[config.mk]
export PLATFORM = sky130hd
export DESIGN_NAME = decode_event_monitor
export DESIGN_NICKNAME = d
export VERILOG_FILES = /design/src/rtl/decode_event_monitor.sv
export SDC_FILE = /design/constraint.sdc
export NUM_CORES = 1
export LEC_CHECK = 0
export ABC_CLOCK_PERIOD_IN_PS = 5000
export BUFFER_PORTS_ARGS = -buffer_cell sky130_fd_sc_hd__buf_2
export CAP_MARGIN = 20
export CELL_PAD_IN_SITES_DETAIL_PLACEMENT = 0
export CELL_PAD_IN_SITES_GLOBAL_PLACEMENT = 2
export CORE_MARGIN = 2
export CORE_UTILIZATION = 40
export DETAILED_ROUTE_END_ITERATION = 12
export GPL_TIMING_DRIVEN = 1
export PLACE_DENSITY = 0.77
export SYNTH_ARGS = -nofsm -noshare
export SYNTH_HDL_FRONTEND = slang
export SYNTH_SLANG_ARGS = --single-unit
[constraint.sdc]
create_clock -name wb_clk -period 5 [get_ports wb_clk]
set_input_delay 1.5 -clock wb_clk [delete_from_list [all_inputs] [get_ports wb_clk]]
set_output_delay 1.5 -clock wb_clk [all_outputs]
set_load 0.02 [all_outputs]
[src/rtl/decode_event_monitor.sv]
// Instruction-decode event monitor.
// Watches fetched instruction words on the Wishbone return path and classifies each one as
// ebreak, jal, jalr, mret or ecall. Each class has a saturating counter and a registered
// pulse. Events are queued in a small FIFO with a valid/ready drain port. A sticky flag
// records any event dropped because the FIFO was full.
//
// Ports:
//   wb_clk, wb_rst_n : clock and asynchronous active-low reset
//   wb_rdt, wb_en    : instruction bits [31:2] and their qualifier
//   i_clr            : synchronous clear of counters, overflow flag and FIFO
//   o_ebreak         : one-cycle pulse per ebreak event
//   o_jal_or_jalr    : one-cycle pulse per jal or jalr event
//   o_mret           : one-cycle pulse per mret event
//   o_cnt            : per-class counters; class k is at [k*CNT_W +: CNT_W]
//   o_ev_valid       : FIFO holds at least one entry
//   o_ev_data        : head entry {class[2:0], instr[31:2]}; zero when the FIFO is empty
//   i_ev_ready       : pop the head entry when o_ev_valid is high
//   o_ev_level       : FIFO occupancy
//   o_ovf            : sticky overflow flag
module decode_event_monitor #(
    parameter bit          PRE_REGISTER = 1'b1,
    parameter int unsigned CNT_W        = 16,
    parameter int unsigned DEPTH        = 4,
    parameter logic [4:0]  EV_MASK      = 5'b11111
) (
    input  logic                     wb_clk,
    input  logic                     wb_rst_n,
    input  logic [31:2]              wb_rdt,
    input  logic                     wb_en,
    input  logic                     i_clr,
    output logic                     o_ebreak,
    output logic                     o_jal_or_jalr,
    output logic                     o_mret,
    output logic [5*CNT_W-1:0]       o_cnt,
    output logic                     o_ev_valid,
    output logic [32:0]              o_ev_data,
    input  logic                     i_ev_ready,
    output logic [$clog2(DEPTH):0]   o_ev_level,
    output logic                     o_ovf
);

    localparam int unsigned PW = $clog2(DEPTH);
    localparam int unsigned LW = PW + 1;

    // Word being classified this cycle.
    logic        dec_vld;
    logic [31:2] dec_word;

    if (PRE_REGISTER) begin : g_pre
        logic        vld_q;
        logic [31:2] word_q;

        always_ff @(posedge wb_clk or negedge wb_rst_n) begin
            if (!wb_rst_n) begin
                vld_q  <= 1'b0;
                word_q <= '0;
            end else begin
                // Not affected by i_clr: an event in this stage completes after the clear.
                vld_q <= wb_en;
                if (wb_en) begin
                    word_q <= wb_rdt;
                end
            end
        end

        assign dec_vld  = vld_q;
        assign dec_word = word_q;
    end else begin : g_direct
        assign dec_vld  = wb_en;
        assign dec_word = wb_rdt;
    end

    // Class patterns are mutually exclusive, so hit is one-hot or zero.
    logic [4:0] match;
    logic [4:0] hit;
    logic [2:0] ev_class;
    logic       ev;

    always_comb begin
        match    = '0;
        match[0] = (dec_word == 30'h0004001C);
        match[1] = (dec_word[6:2] == 5'b11011);
        match[2] = (dec_word[6:2] == 5'b11001) && (dec_word[14:12] == 3'b000);
        match[3] = (dec_word == 30'h0C08001C);
        match[4] = (dec_word == 30'h0000001C);
    end

    assign hit = match & EV_MASK & {5{dec_vld}};
    assign ev  = |hit;

    always_comb begin
        ev_class = 3'd0;
        for (int k = 0; k < 5; k++) begin
            if (hit[k]) begin
                ev_class = 3'(k);
            end
        end
    end

    // Counters and pulses.
    logic [CNT_W-1:0] cnt_q [5];
    logic [2:0]       pulse_q;

    always_ff @(posedge wb_clk or negedge wb_rst_n) begin
        if (!wb_rst_n) begin
            for (int k = 0; k < 5; k++) begin
                cnt_q[k] <= '0;
            end
            pulse_q <= '0;
        end else if (i_clr) begin
            for (int k = 0; k < 5; k++) begin
                cnt_q[k] <= '0;
            end
            pulse_q <= '0;
        end else begin
            for (int k = 0; k < 5; k++) begin
                if (hit[k] && (cnt_q[k] != {CNT_W{1'b1}})) begin
                    cnt_q[k] <= cnt_q[k] + 1'b1;
                end
            end
            pulse_q <= {hit[3], hit[1] | hit[2], hit[0]};
        end
    end

    assign o_ebreak      = pulse_q[0];
    assign o_jal_or_jalr = pulse_q[1];
    assign o_mret        = pulse_q[2];

    always_comb begin
        o_cnt = '0;
        for (int k = 0; k < 5; k++) begin
            o_cnt[k*CNT_W +: CNT_W] = cnt_q[k];
        end
    end

    // Event FIFO.
    logic [32:0]   mem_q [DEPTH];
    logic [PW-1:0] wptr_q;
    logic [PW-1:0] rptr_q;
    logic [LW-1:0] level_q;
    logic          ovf_q;
    logic          full;
    logic          empty;
    logic          push;
    logic          pop;

    assign full  = (level_q == LW'(DEPTH));
    assign empty = (level_q == '0);
    assign pop   = !empty && i_ev_ready;
    // A pop frees the slot the same-cycle push needs when full.
    assign push  = ev && (!full || pop);

    always_ff @(posedge wb_clk or negedge wb_rst_n) begin
        if (!wb_rst_n) begin
            wptr_q  <= '0;
            rptr_q  <= '0;
            level_q <= '0;
            ovf_q   <= 1'b0;
        end else if (i_clr) begin
            wptr_q  <= '0;
            rptr_q  <= '0;
            level_q <= '0;
            ovf_q   <= 1'b0;
        end else begin
            if (push) begin
                wptr_q <= wptr_q + 1'b1;
            end
            if (pop) begin
                rptr_q <= rptr_q + 1'b1;
            end
            level_q <= level_q + LW'(push) - LW'(pop);
            if (ev && full && !pop) begin
                ovf_q <= 1'b1;
            end
        end
    end

    // Storage needs no reset: entries are only visible once written.
    always_ff @(posedge wb_clk) begin
        if (push && !i_clr) begin
            mem_q[wptr_q] <= {ev_class, dec_word};
        end
    end

    assign o_ev_valid = !empty;
    assign o_ev_data  = empty ? '0 : mem_q[rptr_q];
    assign o_ev_level = level_q;
    assign o_ovf      = ovf_q;

endmodule

**Word-level counts from Yosys, hierarchy flattened**

Memories as Yosys holds them, arrays and structs flattened.
Cells that the tools add are included.

- Register bits: 122
- Latch bits: 0
- Memory bits (writable): 132
- Memory bits (read-only): 0
- Output and inout port bits: 121
- Word-level logic and storage cells: 83
- Memories: 1

Memory list:

| memory | depth | width | rd ports | clocked after Yosys merged registers in | wr ports | RTL line | text |
|---|---|---|---|---|---|---|---|
| mem_q | 4 | 33 | 1 | 0 | 1 | 137 | `logic [32:0] mem_q [DEPTH];` |

- Add/subtract/negate cells: 9
- $mul: 0
- Div/mod/pow operators: 0
- Magnitude comparators: 0
- Equality and inequality tests: 11
- Shifts and indexed selects: 0
- Multiplexer cells: 21
- Bitwise gates (word level): 2
- Reductions and logical operators: 27

Operators with widths:

| kind | number |
|---|---|
| 16-bit by 1-bit adder with 16-bit output, second input constant | 5 |
| 16-bit 2-to-1 mux | 5 |
| 80-bit 2-to-1 mux | 1 |
| 16-bit != test, second input constant | 5 |
| 33-bit 2-to-1 mux | 1 |
| 30-bit by 19-bit == test with 1-bit output, second input constant | 1 |
| 30-bit by 28-bit == test with 1-bit output, second input constant | 1 |
| 30-bit by 5-bit == test with 1-bit output, second input constant | 1 |
| 2-bit nonzero test | 8 |
| 3-bit 2-to-1 mux | 5 |
| 1-bit logical AND | 11 |
| 5-bit == test, second input constant | 2 |
| 2-bit 2-to-1 mux | 4 |
| 3-bit logical NOT | 2 |
| 5-bit bitwise AND | 1 |
| 1-bit 2-to-1 mux | 5 |
| 5-bit OR reduction | 1 |
| 2-bit by 1-bit adder with 2-bit output, second input constant | 2 |
| 1-bit logical NOT | 4 |
| 3-bit by 1-bit adder with 3-bit output | 1 |
| 3-bit == test, second input constant | 1 |
| 3-bit by 1-bit subtractor with 3-bit output | 1 |
| 1-bit logical OR | 1 |
| 1-bit bitwise OR | 1 |

**Logic depth before layout (Yosys ltp)**

Gate-level depths: netlist of the first run.

- Word-level depth: 8
- Mapped depth: 12

**Worst setup path before layout of the first run**

No wires, ideal clock.

- Path type: input-to-reg
- Start point: input port i_ev_ready
- End point: memory mem_q[0][0], enable pin
- Data arrival time: 4.335 ns
- Slack: 0.194 ns
- Stages: 4
- Path through: nor4b_1 > nor2_1 > a2bb2oi_2 > nor3b_1

- Cells in the longest elaborated chain, start to end: 6

RTL lines:

| item | RTL line | text |
|---|---|---|
| start, declared | 37 | `input logic i_ev_ready,` |
| 1-bit logical AND | 149 | `assign pop = !empty && i_ev_ready;` |
| 1-bit logical OR | 151 | `assign push = ev && (!full \|\| pop);` |
| 1-bit logical AND | 151 |  |
| 1-bit logical AND | 180 | `if (push && !i_clr) begin` |
| 1-bit 2-to-1 mux | 180 |  |
| 1-bit 2-to-1 mux (not written as such) | 181 | `mem_q[wptr_q] <= {ev_class, dec_word};` |
| end, declared | 137 |  |

Every way passes these cells.

**Final worst setup path of the first run**

- Start point: register rptr_q[1]
- End point: output port o_ev_data[32]

- Cells in the longest elaborated chain, start to end: 2

RTL lines:

| item | RTL line | text |
|---|---|---|
| start, declared | 139 | `logic [PW-1:0] rptr_q;` |
| start signal, assigned | 169 | `rptr_q <= rptr_q + 1'b1;` |
| memory read 4 x 33 bit | - |  |
| 33-bit 2-to-1 mux | 186 | `assign o_ev_data = empty ? '0 : mem_q[rptr_q];` |
| end, declared | 36 | `output logic [32:0] o_ev_data,` |

Every way passes these cells.

==> results_dict.tcl, run 1 <==
set metrics [dict create \
    sequentialPowerShare 0.427 \
    dr_total_vias 6957 \
    fp.dieW_um 170 \
    postSynthAreaPerCell_um2 13.8 \
    routedWlPerCell_um 18.6 \
    drt_iter0_markers 483 \
    synthCells 800 \
    ys.flop_type "edfxtp_1" \
    ys_seq_area_frac 0.636 \
    htree_num_levels 1 \
    max_cap_viol_count 0 \
    drc 0 \
    antennaDiodeCount 0 \
    hold_violations 0 \
    r2r-end "o_ev_level[2]" \
    portBuffers 155 \
    p_int_w 0.00391 \
    cp-end-kind "output port" \
    core_area_um2 27000 \
    max_freq_mhz 272 \
    initial_core_util 0.408 \
    clk_path_buf_depth 3 \
    grt_antenna_before_repair 0 \
    ctsHoldBuffers 0 \
    place_ws_ns 1.01 \
    critPathArrivalTime_ns 2.17 \
    area_delta_synth_final_pct 19.1 \
    hold_path_class "flip-flop to flip-flop" \
    clock_skew_ns 0.0211 \
    gr-total-overflow 0 \
    crit-reg2reg-launch "dec_word[7]" \
    drv_slew 0 \
    clk_latency_ns 0.57 \
    crit_required_ns 3.50 \
    drt_wl_total_mm 24.7 \
    rsz0062_at_grt "false" \
    slew_headroom 0.310 \
    grt_max_degree 87 \
    nets 1009 \
    post_cts_buffers 0 \
    power.density_nw_per_um2 414 \
    p_sw_frac 0.281 \
    p_comb_frac 0.196 \
    layout_setup_ws_ns 1.33 \
    rows 60 \
    peakVddDrop_mv 0.231 \
    layout_common_cells "buf_2, edfxtp_1, dfrtp_1" \
    grt_pass1_vias 7082 \
    async_flop_share 0.480 \
    fin_crit_ns 3.67 \
    die_area_um2 28900 \
    fin_crit_sh 0.735 \
    ant_nets 0 \
    min_from "o_ovf" \
    worstPathMaxFanout 32 \
    critPathLaunchType "flip-flop" \
    viasPerCell 5.25 \
    critPathKind "flip-flop to output port" \
    grt_use_total 0.174 \
    synthDistinctLibCells 49 \
    tns_ns 0 \
    syn_nets 846 \
    num_io_pins 156 \
    cts_resized 0 \
    p_sw_w 0.00153 \
    clkPwrFrac 0.377 \
    ff2ff_path_depth 10 \
    hold_depth 2 \
    cts_sinks 254 \
    ys_ff_latch 254 \
    clkTransAtPathRegs_ns 0.06 \
    drive_above_1_share 0.299 \
    gp_congestion 0.743 \
    r2r_slack_ns 1.70 \
    final_area_um2 13100 \
    grt_pass1_wl_mm 39.4 \
    dp_hpwl_mm 15.5 \
    setup_viol 0 \
    cts_buffers 28 \
    synth-edff-count 132 \
    cts_root_buf "clkbuf_16" \
    fin_hold_ws_ns 0.501 \
    tightest_slew_ns 1.03 \
    dr.pass1.iters 5 \
    final_common_cell "buf_2" \
    min_to "o_ovf" \
    stdcell_count 1326 \
    die_y_um 170 \
    yosys_warnings 0 \
    status "finished, final reports clean" \
    placed_cell_area_um2 12200 \
    synthesis.area_um2 11000 \
    p_leak_nw 5.23 \
    cts_tree "done" \
    dp_cells 1274 \
]
-- state kept, by name, summed over array words and instances, names as in the netlist --
name        count
o_ev_level      3
dec_word       30
mem_q         132
dec_vld         1
pulse_q         3
wptr_q          2
o_ovf           1
rptr_q          2
o_cnt          80
-- cells in the mapped netlist, types with 2 or more instances --
cell type  number  area, um^2
o21ai_0        10        50.1
nor3_4          2        32.5
xnor2_1        49         429
edfxtp_1      132        3960
nor4_1         14        87.6
nand3_1        37         185
and4b_1         2        20.0
clkbuf_1       17        63.8
nand3_2         2        20.0
nor2_1         92         345
nor3_1         26         130
nor4b_1         4        35.0
and2_1         34         213
nor3b_1         8        60.1
a211oi_1        4        30.0
nor2b_1         4        25.0
mux2_2         29         327
buf_1           5        18.8
nand2b_1        2        12.5
dfrtp_1       122        3050
or4_1           2        15.0
buf_2           6        30.0
mux2i_1         5        50.1
nor4_2          2        25.0
a21oi_1        11        55.1
ha_1           10         125
mux4_2         33         743
nand2_1        31         116
xor2_1         23         201
inv_1          14        52.6
and3_1         17         106
or3_1          10        62.6
buf_6           3        33.8
and4_1          7        61.3
nand4_1        17         106
-- layout make-up --
type                    count  area [um^2]
clock inverters            22          219
repair buffers            166          897
clock buffers              30          708
well taps                 341          427
flip-flops and latches    254         7020
fillers                  2441        13900
inverters                  14         52.6
multi-input cells         499         3820
-- per-stage QoR --
step	util	total power (W)
after global routing	0.486	0.00570
after floorplan	-	0.00307
after detailed placement	0.452	0.00346
after CTS	0.486	0.00554
final	0.486	0.00544
after global placement	0.451	0.00341
-- worst max-delay path by stage --
stage,start,to
finish,rptr_q[1],o_ev_data[32]
global route,o_ev_level[1],o_ev_data[31]
CTS,rptr_q[1],o_ev_data[31]
detailed placement,i_ev_ready,o_ev_level[2]
global placement,i_ev_ready,o_ev_level[2]
floorplan,i_ev_ready,mem_q[0][0]
-- power by group through the flow --
stage	sequential, W	combinational [W]	clock, W
after floorplan	0.00235	0.000712	0
after global routing	0.00233	0.00116	0.00220
after global placement	0.00236	0.00105	0
final	0.00232	0.00107	0.00205
after CTS	0.00232	0.00110	0.00212
after detailed placement	0.00237	0.00109	0
-- layer usage --
metal	vias up	part of all wire	track usage
met1	3499	0.44	0.241
met3	35	0.060	0.0374
met2	173	0.48	0.283
met5	-	0	0
met4	0	0.021	0.0416
li1	3250	-	-
-- cells by family (layout without fill, tap and decap cells) --
kind of cell | count (synthesis) | after routing | synth area share
and+or+nand+nor | 318 | 318 | 0.155
buffers and inverters | 47 | 232 | 0.0194
adders and majority gates | 11 | 11 | 0.0132
muxes | 67 | 67 | 0.101
xor gates and xnor gates | 72 | 72 | 0.0572
DFF | 254 | 254 | 0.636
AOI/OAI and AO/OA | 31 | 31 | 0.0177
-- critical path: stages (launching register included) --
cell and delay, ns:
dfrtp_1 0.40, buf_4 0.45, mux4_2 0.42, and2_1 0.19, buf_2 0.16
Power figures use the tool's default switching activity.
==> run 2, diff against run 1 <==
- ABC_AREA: unset -> 1
- ABC_CLOCK_PERIOD_IN_PS: 5000 -> 3280
- CORE_UTILIZATION: 40 -> 33
- PLACE_DENSITY: 0.77 -> 0.74
- clock period: 5 -> 3.28 ns (I/O delays scaled with it)
==> results_dict.tcl, run 2 <==
set metrics [dict create \
    status "finished, final reports clean" \
    multi_input_area_um2 4520 \
    cp-end-kind "output port" \
    setup_viol 0 \
    synth-edff-count 132 \
    cts_sinks 254 \
    rows 70 \
    cp-endpoint "o_ev_data[18]" \
    critPathKind "flip-flop to output port" \
    r2r-end "mem_q[0][15]" \
    syn_nets 1353 \
    critPathArrivalTime_ns 2.14 \
    critPathLaunchType "flip-flop" \
    max_cap_viol_count 0 \
    clock_skew_ns 0.0183 \
    drive_above_1_share 0.191 \
    max_freq_mhz 320 \
    drv_slew 0 \
    tightest_slew_ns 1.08 \
    final_common_cell "nor2_1" \
    drt_iter0_markers 431 \
    ys.flop_type "edfxtp_1" \
    ctsHoldBuffers 0 \
    hold_path_class "primary input to asynchronous set/reset pin" \
    rsz0062_at_grt "false" \
    drc 0 \
    ys_ff_latch 254 \
    power.density_nw_per_um2 589 \
    synthesis.area_um2 12200 \
    clkTransAtPathRegs_ns 0.06 \
    htree_num_levels 1 \
    clk_path_buf_depth 3 \
    crit-reg2reg-launch "dec_word[12]" \
    largest_register_ffs 132 \
    ff2ff_path_depth 12 \
    die_area_um2 38400 \
    synth_top_area_frac 0.326 \
    async_flop_share 0.480 \
    ys_seq_area_frac 0.577 \
    gp_congestion 0.761 \
    r2r_slack_ns 0.51 \
    final.fill_count 3681 \
    routedWlPerCell_um 17.4 \
    area_delta_synth_final_pct 19.5 \
    grt_pass1_vias 9155 \
    layout_common_cells "nor2_1, nand2_1, buf_2" \
    dr_total_vias 9236 \
    die_y_um 196 \
    fin_crit_sh 0.952 \
    peakVddDrop_mv 0.402 \
    drt_wl_total_mm 34.1 \
    synthCells 1307 \
    regArea_um2 7020 \
    synthDistinctLibCells 41 \
    initial_core_util 0.334 \
    core_area_um2 36400 \
    crit_required_ns 2.30 \
    clk_latency_ns 0.57 \
    grt_pass1_wl_mm 53.4 \
    postSynthAreaPerCell_um2 9.30 \
    grt_antenna_before_repair 2 \
    synth.most_common_cell "nor2_1" \
    ant_nets 0 \
    fin_hold_ws_ns 0.328 \
    hold_violations 0 \
    num_io_pins 156 \
    cts_buffers 29 \
    nets 1509 \
    yosys-top-cells-count "nor2_1, nand2_1, edfxtp_1, dfrtp_1, o21ai_0" \
    portBuffers 155 \
    grt_max_degree 89 \
    synth_top_cell_by_area "edfxtp_1" \
    top_register "mem_q" \
    cts_resized 0 \
    critPathLaunch "rptr_q[1]" \
    grt_use_total 0.178 \
    final_util 0.399 \
    fin_crit_ns 3.12 \
    slew_headroom 0.283 \
    fp.dieW_um 196 \
    yosys_warnings 0 \
    yosys-top-cells-area "edfxtp_1, dfrtp_1, nor2_1, nand2_1, o21ai_0" \
    gr-total-overflow 0 \
    viasPerCell 4.72 \
    dr.pass1.iters 4 \
    worstPathMaxFanout 20 \
    p_leak_nw 6.27 \
    dp_hpwl_mm 22.5 \
    post_cts_buffers 0 \
    cts_tree "done" \
    cts_root_buf "clkbuf_16" \
]
==> run 2: final cells by class <==
class                           count  share of cell area
Multi-Input combinational cell    899               0.311
Clock inverter                     18              0.0123
Clock buffer                       36              0.0538
Tap cell                          468              0.0403
Sequential cell                   254               0.483
Antenna cell                        2            0.000344
Inverter                          100              0.0261
Timing Repair Buffer              179              0.0731
==> run 2: where the power goes <==
group	internal, W	switching (W)
Clock	0.00193	0.00134
Combinational	0.000522	0.00123
Sequential	0.00345	0.0000972
==> run 2: per-stage QoR <==
step | power [W] | TNS (ns) | instance area [um^2] | std cells | setup slack, ns
after floorplan | 0.00465 | -39.68 | 12200 | 1307 | -0.301
after global placement | 0.00538 | 0 | 13600 | 1900 | 0.502
after detailed placement | 0.00539 | 0 | 13600 | 1900 | 0.434
after CTS | 0.00868 | 0 | 14500 | 1954 | 0.0701
after global routing | 0.00896 | 0 | 14500 | 1954 | 0.00756
final | 0.00855 | 0 | 14500 | 1956 | 0.158
==> run 2: metal layers <==
| layer | GRT usage | routed length, um | up-vias |
|---|---|---|---|
| met3 | 0.0366 | 1690 | 32 |
| li1 | - | - | 4661 |
| met2 | 0.313 | 16700 | 161 |
| met1 | 0.229 | 15100 | 4382 |
| met5 | 0 | 0 | - |
| met4 | 0.0370 | 603 | 0 |
==> run 2: worst min path at each step <==
stage	cells after the start	end	slack, ns	startpoint
after floorplan	0	mem_q[0][19]	0.48	dec_word[21]
after global placement	0	mem_q[0][19]	0.50	dec_word[21]
after detailed placement	2	o_ovf	0.52	o_ovf
after CTS	1	o_ev_level[0]	0.33	wb_rst_n
after global routing	1	o_ev_level[0]	0.35	wb_rst_n
final	1	dec_word[31]	0.33	wb_rst_n
==> run 2: critical path, stage by stage, from the launching register on <==
cell and delay, ns:
dfrtp_1 0.34, clkinv_1 0.26, buf_4 0.34, nor2_1 0.13
o21ai_0 0.08, a21oi_1 0.21, buf_2 0.21
==> run 2: cell families after synthesis <==
logic type / count (synthesis) / share of synthesized area
muxes: 16 / 0.0148
DFF: 254 / 0.577
AOI/OAI and AO/OA: 159 / 0.0685
adders and majority gates: 11 / 0.0119
and+or+nand+nor: 662 / 0.237
xor gates and xnor gates: 51 / 0.0367
buffers and inverters: 154 / 0.0537
==> run 3, diff against run 2 <==
==> constraint.sdc (replaced) <==
create_clock -name wb_clk -period 3.28 [get_ports wb_clk]
set_input_delay 0.328 -clock wb_clk [delete_from_list [all_inputs] [get_ports wb_clk]]
set_output_delay 0.328 -clock wb_clk [all_outputs]
set_load 0.02 [all_outputs]
==> results_dict.tcl, run 3 (same netlist as run 2, synthesis figures left out) <==
set metrics [dict create \
    status "finished, final reports clean" \
    drv_slew 0 \
    max_cap_viol_count 0 \
    routedWlPerCell_um 17.1 \
    critPathKind "flip-flop to flip-flop" \
    crit_top_cell "nand2_1" \
    die_area_um2 38400 \
    layout_common_cells "nor2_1, nand2_1, buf_2" \
    p_sw_frac 0.313 \
    crit_required_ns 3.51 \
    nets 1526 \
    portBuffers 155 \
    grt_pass1_wl_mm 53.7 \
    clock_skew_ns 0.0198 \
    die_y_um 196 \
    setup_viol 0 \
    clkTransAtPathRegs_ns 0.06 \
    initial_core_util 0.334 \
    clk_latency_ns 0.56 \
    hold_violations 0 \
    core_area_um2 36400 \
    cts_resized 0 \
    top_register "mem_q" \
    worstPathMaxFanout 20 \
    grt_max_degree 89 \
    stdcell_count 1972 \
    p_sw_w 0.00268 \
    dr_total_vias 9391 \
    critPathLaunchType "flip-flop" \
    final.fill_count 3694 \
    final_common_cell "nor2_1" \
    power.density_nw_per_um2 584 \
    num_io_pins 156 \
    cts_root_buf "clkbuf_16" \
    drive_above_1_share 0.188 \
    tightest_slew_ns 0.970 \
    cts_tree "done" \
    grt_use_total 0.178 \
    hold_path_class "primary input to flip-flop" \
    gp_congestion 0.777 \
    max_freq_mhz 359 \
    r2r_slack_ns 0.49 \
    rsz0062_at_grt "false" \
    gr-total-overflow 0 \
    dp_cells 1896 \
    slew_headroom 0.353 \
    critPathArrivalTime_ns 3.02 \
    ant_nets 0 \
    slowest_stage "dfrtp_1" \
    dr.pass1.iters 7 \
    peakVddDrop_mv 0.405 \
    viasPerCell 4.76 \
    grt_pass1_vias 9235 \
    grt_antenna_before_repair 3 \
    area_delta_synth_final_pct 20.8 \
    fin_crit_ns 2.79 \
    fp.dieW_um 196 \
    sequentialPowerShare 0.412 \
    rows 70 \
    p_int_w 0.00590 \
    slowest_delay_ns 0.43 \
    drc 0 \
    cts_buffers 29 \
    cp-end-kind "flip-flop" \
    final_util 0.403 \
    cp_cell_sequence "nor2_1 -> nand2_1 -> inv_2 -> nand2_1 -> nor2_1 -> nand2_1 -> nand2_1 -> nor2_1 -> nand2_1 -> nand3_1 -> nor2_4 -> buf_4" \
    p_comb_frac 0.200 \
    tns_ns 0 \
    p_leak_nw 6.33 \
    fin_crit_sh 0.849 \
    clk_path_buf_depth 3 \
    dp_hpwl_mm 21.9 \
    clkPwrFrac 0.388 \
    drt_wl_total_mm 33.7 \
    largest_register_ffs 132 \
    cts_sinks 254 \
    htree_num_levels 1 \
    drt_iter0_markers 609 \
]
run 3: power by group through the flow:
stage                     Sequential (W)  Clock [W]  Combinational [W]
after global placement           0.00360          0            0.00172
after floorplan                  0.00360          0            0.00105
after global routing             0.00355    0.00354            0.00187
final                            0.00354    0.00333            0.00171
after CTS                        0.00354    0.00341            0.00175
after detailed placement         0.00360          0            0.00173
run 3: timing repair:
action / CTS / global route
endpoints found under the hold margin: 77 / 1
hold buffers: 20 / 1
buffers inserted: 0 / 0
run 3: cell type report:
type / instances / area, um^2 / share of cell area
flip-flops and latches: 254 / 7020 / 0.478
multi-input cells: 899 / 4520 / 0.308
repair buffers: 196 / 1200 / 0.0820
clock buffers: 33 / 741 / 0.0504
well taps: 468 / 586 / 0.0399
inverters: 100 / 375 / 0.0255
clock inverters: 20 / 240 / 0.0164
diodes: 2 / 5.00 / 0.000341
run 3: per-layer routing:
layer | GRT usage | vias to the layer above | wire [um]
li1 | - | 4709 | -
met5 | 0 | - | 13
met3 | 0.0344 | 38 | 1820
met2 | 0.295 | 177 | 15900
met4 | 0.0387 | 2 | 601
met1 | 0.242 | 4465 | 15300
run 3: worst paths after layout:
path / depth (start not counted) / start / end
min reg2reg: 2 / o_ovf / o_ovf
max in group asynchronous: 3 / wb_rst_n / o_cnt[73]
min: 3 / wb_rdt[27] / dec_word[27]
max reg2reg: 12 / dec_word[17] / mem_q[1][17]
min in group asynchronous: 2 / wb_rst_n / dec_word[30]
max: 12 / dec_word[17] / mem_q[1][17]
run 3: worst max-delay path, delay by kind of cell (launching register included):
| family | cells | cell delay (ns) |
|---|---|---|
| simple gates | 10 | 1.58 |
| flops | 1 | 0.43 |
| buf+inv | 2 | 0.41 |
run 3: stage by stage:
stage / power (W) / cell area [um^2] / hold slack, ns / worst slack [ns]
6_report: 0.00858 / 14700 / 0.0172 / 0.494
4_1_cts: 0.00870 / 14700 / 0.00526 / 0.410
3_3_place_gp: 0.00532 / 13500 / 0.400 / 0.499
5_1_grt: 0.00896 / 14700 / 0.00672 / 0.220
2_1_floorplan: 0.00465 / 12200 / 0.0324 / 0.122
3_5_place_dp: 0.00533 / 13500 / 0.391 / 0.424
